<file path="config.mk">
export PLATFORM = sky130hd
export DESIGN_NAME = fetch_unit
export DESIGN_NICKNAME = d
export VERILOG_FILES = /design/src/rtl/simple_cpu_pkg.sv /design/src/rtl/prog_ram.sv /design/src/rtl/fetch_unit.sv
export SDC_FILE = /design/constraint.sdc
export NUM_CORES = 2
export LEC_CHECK = 0
export ABC_AREA = 1
export CAP_MARGIN = 20
export CORE_MARGIN = 2
export CORE_UTILIZATION = 57
export CTS_BUF_LIST = sky130_fd_sc_hd__clkbuf_16
export CTS_CLUSTER_DIAMETER = 120
export DETAILED_ROUTE_END_ITERATION = 8
export PLACE_DENSITY = 0.76
export SLEW_MARGIN = 20
export SYNTH_ARGS = -nofsm -noshare
export SYNTH_HDL_FRONTEND = slang
export SYNTH_SLANG_ARGS = --single-unit
</file>
<file path="constraint.sdc">
create_clock -name clk -period 3.1 [get_ports clk]
set_input_delay 0.62 -clock clk [delete_from_list [all_inputs] [get_ports clk]]
set_output_delay 0.62 -clock clk [all_outputs]
set_load 0.01 [all_outputs]
</file>
<file path="src/rtl/simple_cpu_pkg.sv">
// simple_cpu_pkg: shared widths and fetch FSM state encoding
package simple_cpu_pkg;
    localparam int INST_W = 23;
    localparam int ADDR_W = 6;
    localparam int DATA_W = 16;
    localparam int DEPTH  = 2 ** ADDR_W;
    typedef enum logic [1:0] {IDLE, LOAD, RUN, DONE} fetch_state_t;
endpackage

</file>
<file path="src/rtl/prog_ram.sv">
// prog_ram: program store with one synchronous write and one synchronous read port
module prog_ram
    import simple_cpu_pkg::*;
(
    input  logic              clk,
    input  logic              we,
    input  logic [ADDR_W-1:0] wr_addr,
    input  logic [INST_W-1:0] wr_data,
    input  logic [ADDR_W-1:0] rd_addr,
    output logic [INST_W-1:0] rd_data
);
    logic [INST_W-1:0] mem [DEPTH];
    always_ff @(posedge clk) begin
        if (we) mem[wr_addr] <= wr_data;
        rd_data <= mem[rd_addr];
    end
endmodule

</file>
<file path="src/rtl/fetch_unit.sv">
// fetch_unit: program loader and PC/fetch stage feeding the controller
module fetch_unit
    import simple_cpu_pkg::*;
(
    input  logic              clk,
    input  logic              reset,
    input  logic              write,
    input  logic [INST_W-1:0] program_in,
    input  logic              start,
    input  logic              inc_pc,
    input  logic              branch,
    input  logic [DATA_W-1:0] bus,
    output logic [INST_W-1:0] code,
    output logic              code_valid,
    output logic [ADDR_W-1:0] address,
    output logic [ADDR_W:0]   prog_len,
    output logic              overflow,
    output logic              done
);
    fetch_state_t      state, state_nx;
    logic [ADDR_W:0]   next_pc;
    logic [INST_W-1:0] ram_q;
    logic              new_load, load_full, we;
    logic [ADDR_W-1:0] rd_addr;
    always_ff @(posedge clk) state <= reset ? IDLE : state_nx;
    always_comb begin
        next_pc = branch ? {1'b0, bus[ADDR_W-1:0]} :
                  inc_pc ? {1'b0, address} + (ADDR_W+1)'(1) : {1'b0, address};
        state_nx = state;
        case (state)
            IDLE: state_nx = write ? LOAD : start ? DONE : IDLE;
            LOAD: state_nx = (start && !write) ? RUN : LOAD;
            RUN:  state_nx = (next_pc >= prog_len) ? DONE : RUN;
            DONE: state_nx = write ? LOAD : (start && prog_len != '0) ? RUN : DONE;
            default: state_nx = IDLE;
        endcase
    end
    // prog_len is DEPTH exactly when its top bit is set
    assign new_load  = write && (state == IDLE || state == DONE);
    assign load_full = write && state == LOAD && prog_len[ADDR_W];
    assign we        = new_load || (write && state == LOAD && !prog_len[ADDR_W]);
    assign rd_addr   = (state == RUN) ? next_pc[ADDR_W-1:0] : '0;
    always_ff @(posedge clk) begin
        if (reset) begin
            address  <= '0;
            prog_len <= '0;
            overflow <= 1'b0;
        end else begin
            if (state != RUN && state_nx == RUN) address <= '0;
            else if (state == RUN && state_nx == RUN) address <= next_pc[ADDR_W-1:0];
            prog_len <= new_load ? (ADDR_W+1)'(1) : we ? prog_len + (ADDR_W+1)'(1) : prog_len;
            overflow <= new_load ? 1'b0 : load_full ? 1'b1 : overflow;
        end
    end
    prog_ram u_ram (
        .clk     (clk),
        .we      (we),
        .wr_addr (new_load ? '0 : prog_len[ADDR_W-1:0]),
        .wr_data (program_in),
        .rd_addr (rd_addr),
        .rd_data (ram_q)
    );
    assign code_valid = state == RUN;
    assign code       = code_valid ? ram_q : '0;
    assign done       = state == DONE;
endmodule

</file>
==> reports/results.ini <==
[clocking]
cts-buffers-inserted=152
cts_tree=built
path_clk_slew_ns=0.06
cts-root-buf=clkbuf_16
cts_sinks=1511
htree_levels=4
clockBufferDepth=3
clk_latency_ns=0.81

[layout]
final_layout_size_suffix_gt1_frac=0.1162
n_fill_cell=8388
layout_commonest_cell=inv_1
seq_area_um2=44980
syn_to_final_growth_pct=16.69
multiInputGateArea_um2=15800
postLayoutCellArea_um2=79840
finalNetCount=6931
final_cell_mix=1499 x inv_1, 1472 x edfxtp_1, 1417 x nand3_1, 982 x nand2_1, 606 x nand4_1

[placed_design]
port_buffers=73
placedInstanceArea_um2=74770
dp_hpwl_mm=123.0
place_congestion=0.9214

[floorplan]
io-pin-count=84
initial_core_util=0.5726
fp-row-count=127
die_h_um=350.5
fp.coreArea_um2=119500
fp.dieArea_um2=122800
die_x_um=350.5

[sta]
period_needed_ns=3.052
fin_setup_tns_ns=0
fmax_ghz=0.3277
setup_violations=0
slew_viol_final=0
worst_pin_slew_ns=0.9392
hold_viol=0
skew_ns=0.03043
hold-worst-slack_ns=0.3269
rsz0062_at_grt=no
post-route-period-util=0.9844
maxSlewHeadroom=0.3739

[synthesis]
synthCells=6626
ys_ff_latch=1511
syn-num-nets=6685
synth_area_per_cell_um2=10.33
ys_seq_area_frac=0.6575
yosys_warnings=0
syn-cell-area_um2=68420
synth_cell_type_count=33

[pwr]
power_uw=44340
power.density_nw_per_um2=555.3
max-vdd-ir-drop_v=0.0005770
leakagePower_uw=0.03393

[setup_path]
path_buf_inv=4
start_kind=flop
critPathLaunch=state[0]$_SDFF_PP0_
end_kind=output pin
crit_family=buffers and inverters
reg2reg_slack_ns=0.15
cpMaxStageDelayCell=clkdlybuf4s50_1
r2r-start=state[0]$_SDFF_PP0_
cp_cell_sequence=inv_2, ha_4, buf_16, nand2_2, inv_1, clkdlybuf4s50_1
slowest_delay_ns=0.53
worstPathMaxFanout=25
critical_path_class=flop to output pin
worstPathArrival_ns=2.43
cp.required_ns=2.48

[route]
drtPass1Iterations=7
drtAntennaViolNets=0
drc=0
drtIter0Drc=7874
vias=51980
routed_wl_mm=206.2
routed_via_density=6.039
routedWlPerCell_um=23.96

[run_status]
outcome=complete, no violations

[global_routing]
grt_max_degree=106
grt_pass1_wl_mm=302.2
antenna_found_initial=9
grt_use_total=0.3329
grt_pass1_vias=49150
grt_remaining_overflow=0

[hold_path]
min_from=program_in[4]
hp-class=primary input to flop

[flow_run]
cap_violations=0

-- final cells by class --
class | instances | share of cell area
Tap cell | 1612 | 0.02526
Multi-Input combinational cell | 3191 | 0.1978
Timing Repair Buffer | 546 | 0.08273
Inverter | 1470 | 0.06926
Clock inverter | 123 | 0.01349
Clock buffer | 153 | 0.04795
Sequential cell | 1511 | 0.5634
Antenna cell | 2 | 0.00006268
-- metal layers --
metal	share of wire	global-route usage	wire, µm
met5	0.00023	0	47
met1	0.36	0.4447	74130
met2	0.44	0.4965	91180
met3	0.14	0.09342	29330
met4	0.056	0.1790	11520
-- state kept, by name (all words and copies together) (netlist names) --
register	flops
u_ram.mem	1472
u_ram.rd_data	23
prog_len	7
address	6
state	2
overflow	1
-- kinds of logic (layout without fill, tap and decap cells) --
group | after synthesis | count (layout) | share of synthesized area
compound gates | 40 | 40 | 0.003310
fa+ha+maj | 14 | 14 | 0.002560
flops | 1511 | 1511 | 0.6575
other cells | 0 | 2 | 0
xor+xnor | 1 | 1 | 0.0001280
buf+inv | 1924 | 2292 | 0.1150
simple gates | 3136 | 3136 | 0.2215
-- synth_stat cells --
library cell,count,area share
edfxtp_1,1472,0.65
inv_1,1464,0.080
nand3_1,1417,0.10
nand2_1,987,0.054
nand4_1,606,0.055
buf_2,191,0.014
clkbuf_1,159,0.0087
nor2_1,91,0.0050
dfxtp_1,39,0.011
buf_6,37,0.0061
buf_4,35,0.0038
buf_1,32,0.0018
a21oi_1,19,0.0014
ha_1,14,0.0026
or2_2,13,0.0012
o21ai_0,12,0.00088
or2_1,11,0.0010
inv_2,6,0.00033
nor3_1,4,0.00029
a211oi_1,2,0.00022
nand3_2,2,0.00029
nor2_2,2,0.00018
a21boi_0,1,0.00011
a31o_2,1,0.00013
a31oi_1,1,0.000091
and2_1,1,0.000091
nand3b_1,1,0.00011
nor2_4,1,0.00016
o211ai_1,1,0.00011
o211ai_2,1,0.00018
o21ai_1,1,0.000073
o21ai_2,1,0.00013
xor2_1,1,0.00013
-- repair_timing --
item,CTS,global route
endpoints found under the setup margin,24,19
hold buffers,0,0
resized for setup,10,5
cloned,3,0
setup buffers,6,0
-- through the flow --
stage	worst slack, ns	cells	util
global route	0.001309	8606	0.6681
detailed placement	-0.2515	8321	0.6257
CTS	0.002993	8606	0.6680
finish	0.04846	8608	0.6682
global placement	-0.2471	8321	0.6257
floorplan	0.09976	6626	-
-- worst register-to-register path, stage by stage (launching register included) --
cell     delay, ns
dfxtp_1       0.35
inv_2         0.10
ha_4          0.20
buf_4         0.24
inv_1         0.21
nor2_4        0.23
buf_12        0.19
buf_12        0.16
nand3_1       0.09
nand3_1       0.08
nand3_1       0.17
nand3_1       0.28
nand3_1       0.27
buf_4         0.23
nand2_1       0.11
-- path summary, 6_finish.rpt --
path	to	cells past startpoint
setup reg to reg	u_ram.rd_data[4]$_DFF_P_	14
hold / removal	u_ram.mem[1][4]$_DFFE_PP_	2
hold reg to reg	address[5]$_SDFFE_PP0P_	2
setup / recovery	code[7]	6
-- report_power, final --
group	switching (µW)	internal [µW]
clock	7920	10300
sequential	95.1	22600
combinational	2400	1070
(Power assumes the default switching activity.)
